### config.mk
export PLATFORM = sky130hd
export DESIGN_NAME = pc_circuit_flat
export DESIGN_NICKNAME = d
export VERILOG_FILES = /design/src/rtl/pc_circuit_if.sv /design/src/rtl/pc_circuit.sv /design/src/flat_wrapper.sv
export SDC_FILE = /design/constraint.sdc
export NUM_CORES = 1
export LEC_CHECK = 0
export CORE_ASPECT_RATIO = 1.1
export CORE_MARGIN = 4
export CORE_UTILIZATION = 30
export CTS_CLUSTER_SIZE = 24
export DETAILED_ROUTE_END_ITERATION = 6
export SLEW_MARGIN = 20
export SYNTH_ARGS = -nofsm -noshare
export SYNTH_HDL_FRONTEND = slang
export SYNTH_SLANG_ARGS = --single-unit
### constraint.sdc
create_clock -name clk -period 3.16 [get_ports clk]
set_input_delay 0.316 -clock clk [delete_from_list [all_inputs] [get_ports clk]]
set_output_delay 0.316 -clock clk [all_outputs]
set_load 0.01 [all_outputs]
### src/rtl/pc_circuit_if.sv
// ---------------------------------------------------------------------------
// pc_circuit_if
// Purpose : Groups the next-PC select bus between the decode/control unit and
//           the program-counter block.
// Signals : disp8          8-bit signed conditional-branch displacement (words)
//           JMP            unconditional-jump enable, qualifies the flag_* selects
//           BRANCH         taken-conditional-branch enable
//           flag_Rd_PC     with JMP: target = Rd
//           flag_label_PC  with JMP: target = BASE + label11
//           flag_Rm_PC     with JMP: target = Rm
//           label11        11-bit signed jump displacement (words)
//           Rd, Rm         16-bit register values for absolute jumps
//           Q              current PC (instruction memory address)
// Modports: master = control side (drives selects, reads Q)
//           slave  = PC block (reads selects, drives Q)
// ---------------------------------------------------------------------------
interface pc_circuit_if;
    logic [7:0]  disp8;
    logic        JMP;
    logic        BRANCH;
    logic        flag_Rd_PC;
    logic        flag_label_PC;
    logic        flag_Rm_PC;
    logic [10:0] label11;
    logic [15:0] Rd;
    logic [15:0] Rm;
    logic [15:0] Q;

    modport master (
        output disp8, JMP, BRANCH, flag_Rd_PC, flag_label_PC, flag_Rm_PC,
               label11, Rd, Rm,
        input  Q
    );

    modport slave (
        input  disp8, JMP, BRANCH, flag_Rd_PC, flag_label_PC, flag_Rm_PC,
               label11, Rd, Rm,
        output Q
    );
endinterface

### src/rtl/pc_circuit.sv
// ---------------------------------------------------------------------------
// pc_circuit
// Purpose : Program-counter register and next-PC selection for the
//           single-cycle 16-bit RISC core. Q is word-addressed.
// Ports   : clk  rising-edge clock
//           clr  asynchronous active-high reset, loads RESET_VECTOR
//           bus  pc_circuit_if.slave (select inputs in, Q out)
// Params  : RESET_VECTOR  value held in the PC while clr is asserted
// Macro   : PC_REL_NEXT_EN  when defined, PC-relative targets (disp8,
//           label11) are computed from PC+1 instead of PC. Absolute jumps,
//           the sequential increment and reset are the same in both builds.
// ---------------------------------------------------------------------------
module pc_circuit #(
    parameter logic [15:0] RESET_VECTOR = 16'h0000
) (
    input  logic          clk,
    input  logic          clr,
    pc_circuit_if.slave   bus
);

    logic [15:0] pc_q;
    logic [15:0] pc_d;
    logic [15:0] seq_pc;
    logic [15:0] rel_base;
    logic [15:0] disp8_ext;
    logic [15:0] label11_ext;

    assign seq_pc      = pc_q + 16'd1;
    assign disp8_ext   = {{8{bus.disp8[7]}}, bus.disp8};
    assign label11_ext = {{5{bus.label11[10]}}, bus.label11};

`ifdef PC_REL_NEXT_EN
    assign rel_base = seq_pc;
`else
    assign rel_base = pc_q;
`endif

    // Jump sources win over BRANCH; a JMP with no flag set falls through to
    // the branch/sequential choice. All arithmetic wraps modulo 2^16.
    always_comb begin
        pc_d = seq_pc;
        if (bus.JMP && bus.flag_Rd_PC) begin
            pc_d = bus.Rd;
        end else if (bus.JMP && bus.flag_label_PC) begin
            pc_d = rel_base + label11_ext;
        end else if (bus.JMP && bus.flag_Rm_PC) begin
            pc_d = bus.Rm;
        end else if (bus.BRANCH) begin
            pc_d = rel_base + disp8_ext;
        end
    end

    always_ff @(posedge clk or posedge clr) begin
        if (clr) begin
            pc_q <= RESET_VECTOR;
        end else begin
            pc_q <= pc_d;
        end
    end

    assign bus.Q = pc_q;

endmodule

### src/flat_wrapper.sv
// flat-port wrapper written by rule: the top's interface ports become plain ports
module pc_circuit_flat 
#(
    parameter logic [15:0] RESET_VECTOR = 16'h0000
)
  (clk, clr, bus_disp8, bus_JMP, bus_BRANCH, bus_flag_Rd_PC, bus_flag_label_PC, bus_flag_Rm_PC, bus_label11, bus_Rd, bus_Rm, bus_Q);
  pc_circuit_if bus_i ();
  input  logic clk;
  input  logic clr;
  input wire logic [$bits(bus_i.disp8)-1:0] bus_disp8;
  input wire logic [$bits(bus_i.JMP)-1:0] bus_JMP;
  input wire logic [$bits(bus_i.BRANCH)-1:0] bus_BRANCH;
  input wire logic [$bits(bus_i.flag_Rd_PC)-1:0] bus_flag_Rd_PC;
  input wire logic [$bits(bus_i.flag_label_PC)-1:0] bus_flag_label_PC;
  input wire logic [$bits(bus_i.flag_Rm_PC)-1:0] bus_flag_Rm_PC;
  input wire logic [$bits(bus_i.label11)-1:0] bus_label11;
  input wire logic [$bits(bus_i.Rd)-1:0] bus_Rd;
  input wire logic [$bits(bus_i.Rm)-1:0] bus_Rm;
  output wire logic [$bits(bus_i.Q)-1:0] bus_Q;
  assign bus_i.disp8 = bus_disp8;
  assign bus_i.JMP = bus_JMP;
  assign bus_i.BRANCH = bus_BRANCH;
  assign bus_i.flag_Rd_PC = bus_flag_Rd_PC;
  assign bus_i.flag_label_PC = bus_flag_label_PC;
  assign bus_i.flag_Rm_PC = bus_flag_Rm_PC;
  assign bus_i.label11 = bus_label11;
  assign bus_i.Rd = bus_Rd;
  assign bus_i.Rm = bus_Rm;
  assign bus_Q = bus_i.Q;
  pc_circuit #(.RESET_VECTOR(RESET_VECTOR)) u_core (.clk(clk), .clr(clr), .bus(bus_i));
endmodule
==> impl_metrics.csv <==
group,metric,value,unit
run_status,outcome,"complete, no violations",
worst_setup_path,timing.critical_path.cells,"clkdlybuf4s50_1, nand2b_1, ha_1, fa_1, a211oi_1, nor2_1, o21ai_1, buf_4, mux2i_1, xnor2_1, nand2_1, a31oi_1",
clock_network,clock_tree.buffer_depth,2,
clock_network,cts.sinks,16,
cells_and_area,n_antenna_cell,0,
worst_setup_path,setup.reg_to_reg.worst_slack,0.61,ns
cells_and_area,finalInstanceArea,3120,sq um
power,power.static_leakage,1.27,nW
drt,detail_route.first_pass.iterations,4,
cells_and_area,num-nets-final,454,
flow_run,number_of_maximum_capacitance_constraint_violations,0,
timing,layout_worst_path_cycle_share,0.899,
power,finalPower,1.74,mW
logic_synthesis,synth_cell_types,52,
logic_synthesis,yosys_warnings,0,
clock_network,path_clk_slew,0.07,ns
logic_synthesis,synth-async-reset-ratio,1.00,
clock_network,tritoncts,"built",
global_route,first_global_vias,2553,
logic_synthesis,mappedNetlistNets,380,
placed_design,hpwl,6.39,mm
cells_and_area,fillerInstances,741,
logic_synthesis,synthFlopType,"dfrtp_1",
placed_design,worst_case_setup_slack_after_placement,0.0580,ns
floorplanning,die_width,90.1,um
drt,detailedRoute.firstIterationViolations,240,
clock_network,cts_hold_buffers,0,
worst_setup_path,critPathCapture,"u_core.bus.Q[8]",
timing,number_of_hold_violations_in_the_final_report,0,
logic_synthesis,synth_seq_cells,16,
global_route,grt_antenna_before_repair,0,
worst_setup_path,critPathSlowestCell,"clkdlybuf4s50_1",
logic_synthesis,number_of_synthesized_flops_with_an_enable_pin,0,
timing,transition_time_at_the_pin_with_the_least_slew_margin,0.801,ns
timing,fin_worst_skew,0.00484,ns
drt,wl_per_cell,17.2,um
worst_setup_path,r2r.worst_path.cells,10,
logic_synthesis,postSynthAreaPerCell,7.47,sq um
floorplanning,initial_utilization,0.312,
drt,drt_drc_violations_left,0,
global_route,globalRouteOverflowTotal,0,
timing,fmaxAchievable,0.352,GHz
drt,drt-total-wl,7.81,mm
timing,fin_tns_setup,0,ns
clock_network,cts_buffers,3,
drt,route.antenna.remaining_nets,0,
worst_setup_path,required,3.34,ns
floorplanning,die-area,8860,sq um
drt,routed-via-count,2502,
cells_and_area,max_ffs_per_register,16,
worst_setup_path,cp-end-kind,"flop",
cells_and_area,final_common_cell,"clkdlybuf4s50_1",
worst_setup_path,crit_path_max_fanout,8,
clock_network,postCtsSetupRepairBufs,0,
worst_setup_path,critical_path_launch_point_type,"primary input",
placed_design,dpl-instance-area,3070,sq um
floorplanning,number_of_primary_i_o_pins,74,
worst_setup_path,worst-setup-path-type,"primary input to flop",
placed_design,globalplace.congestion,0.889,
logic_synthesis,mappedNetlistArea,2220,sq um
placed_design,io_buffer_count,73,
hold_path,hold_path_class,"primary input to asynchronous set/reset pin",
power,vdd_ir_drop_max,0.303,mV
timing,timing.hold.ws,0.464,ns
cells_and_area,post_route_cells_drive_above_1_share,0.0459,
worst_setup_path,crit-reg2reg-capture,"u_core.bus.Q[8]",
logic_synthesis,synthesis.instances,298,
worst_setup_path,r2r-start,"u_core.bus.Q[0]",
global_route,grt_max_degree,18,
logic_synthesis,seq_area_frac_synth,0.180,
clock_network,source_to_sink_clock_delay_at_the_later_pin_of_the_worst_skew_pair,0.25,ns
cells_and_area,flow.area_growth_from_synthesis,40.0,%
power,power_density,559,nW/um^2
drt,vias_per_inst,5.50,
global_route,wire_length_of_the_first_global_routing_pass,12.8,mm
timing,postLayoutSetupSlackWorst,0.320,ns
timing,rsz0062_at_grt,"false",
timing,timing.final.crit_period,2.84,ns
floorplanning,fp.dieH,98.3,um
floorplanning,placeableCoreArea,7130,sq um
clock_network,cts-root-buf,"clkbuf_8",
worst_setup_path,cp-startpoint,"bus_BRANCH",
clock_network,cts_max_level,1,
global_route,grt.total_usage,0.177,
worst_setup_path,cp_slowest_stage_delay,0.58,ns
timing,setup_viol,0,
clock_network,cts_resized,0,
floorplanning,placement_rows,32,
timing,slew-limit-headroom,0.466,
cells_and_area,mostFrequentLayoutCells,"73 x clkdlybuf4s50_1, 40 x nand2_1, 29 x nor2_1, 29 x a21oi_1, 22 x ha_1",
timing,slew_limit_fails,0,
worst_setup_path,critPathArrivalTime,3.02,ns
worst min path at each step:
stage,to,slack (ns),cells after the start
after floorplan,u_core.bus.Q[0],0.23,1
after global placement,u_core.bus.Q[0],0.74,3
after detailed placement,u_core.bus.Q[0],0.75,3
after CTS,u_core.bus.Q[8],0.49,2
after global routing,u_core.bus.Q[8],0.53,2
final,u_core.bus.Q[8],0.46,2
cell families (layout without fill, tap and decap cells):
logic type	after synthesis	in the layout	synth area share
AND/OR/NAND/NOR	109	109	0.229
AO/OA/AOI/OAI	105	105	0.312
flip-flops	16	16	0.180
adder cells (fa/ha/maj)	24	24	0.142
buffers and inverters	18	90	0.0315
XOR/XNOR	20	20	0.0787
multiplexers	6	6	0.0270
power breakdown:
| group | internal [mW] | switching, mW | total (mW) | leakage (nW) |
|---|---|---|---|---|
| Clock | 0.0847 | 0.0776 | 0.162 | 0.0216 |
| Sequential | 0.264 | 0.119 | 0.384 | 0.186 |
| Combinational | 0.592 | 0.603 | 1.20 | 1.06 |
| Total | 0.942 | 0.799 | 1.74 | 1.27 |
stage by stage:
step,utilization,instances
after CTS,0.437,455
after floorplan,-,298
final,0.437,455
after detailed placement,0.431,452
after global placement,0.431,452
after global routing,0.437,455
cell usage after synthesis, types with 3 or more instances:
cell type,number,area (sq um)
dfrtp_1,16,400
a211oi_1,8,60.1
and2_1,8,50.1
nand2_1,40,150
a21oi_1,29,145
xor2_1,7,61.3
clkbuf_1,10,37.5
nor3_1,5,25.0
nor2_1,29,109
nand3_1,4,20.0
mux2i_1,6,60.1
o211ai_1,4,30.0
nand2b_1,7,43.8
o21ai_1,3,15.0
ha_1,22,275
a21o_1,4,30.0
a31oi_1,6,37.5
o22ai_1,4,25.0
xnor2_1,13,114
inv_1,6,22.5
o21bai_1,5,37.5
nand4_1,4,25.0
o21ai_0,21,105
critical path, delay by kind of cell:
kind,cells,cell delay [ns]
simple gates,3,0.27
xor+xnor,1,0.14
mux,1,0.21
buf+inv,2,0.73
compound gates,3,0.72
fa+ha+maj,2,0.63
layout make-up:
class | count | area, sq um | share of cell area
clock buffer | 3 | 41.3 | 0.0133
inverter | 6 | 22.5 | 0.00723
multi-input combinational | 264 | 1750 | 0.563
sequential | 16 | 400 | 0.129
tap | 85 | 106 | 0.0341
timing repair buffer | 81 | 791 | 0.254
routing by layer:
metal,wire length (um),vias up,track usage
met4,121,0,0.0412
met2,3770,81,0.305
met1,3440,1164,0.239
met5,0,-,0
li1,-,1247,-
met3,472,10,0.0154
No activity file was read; power rests on OpenSTA's default activity.
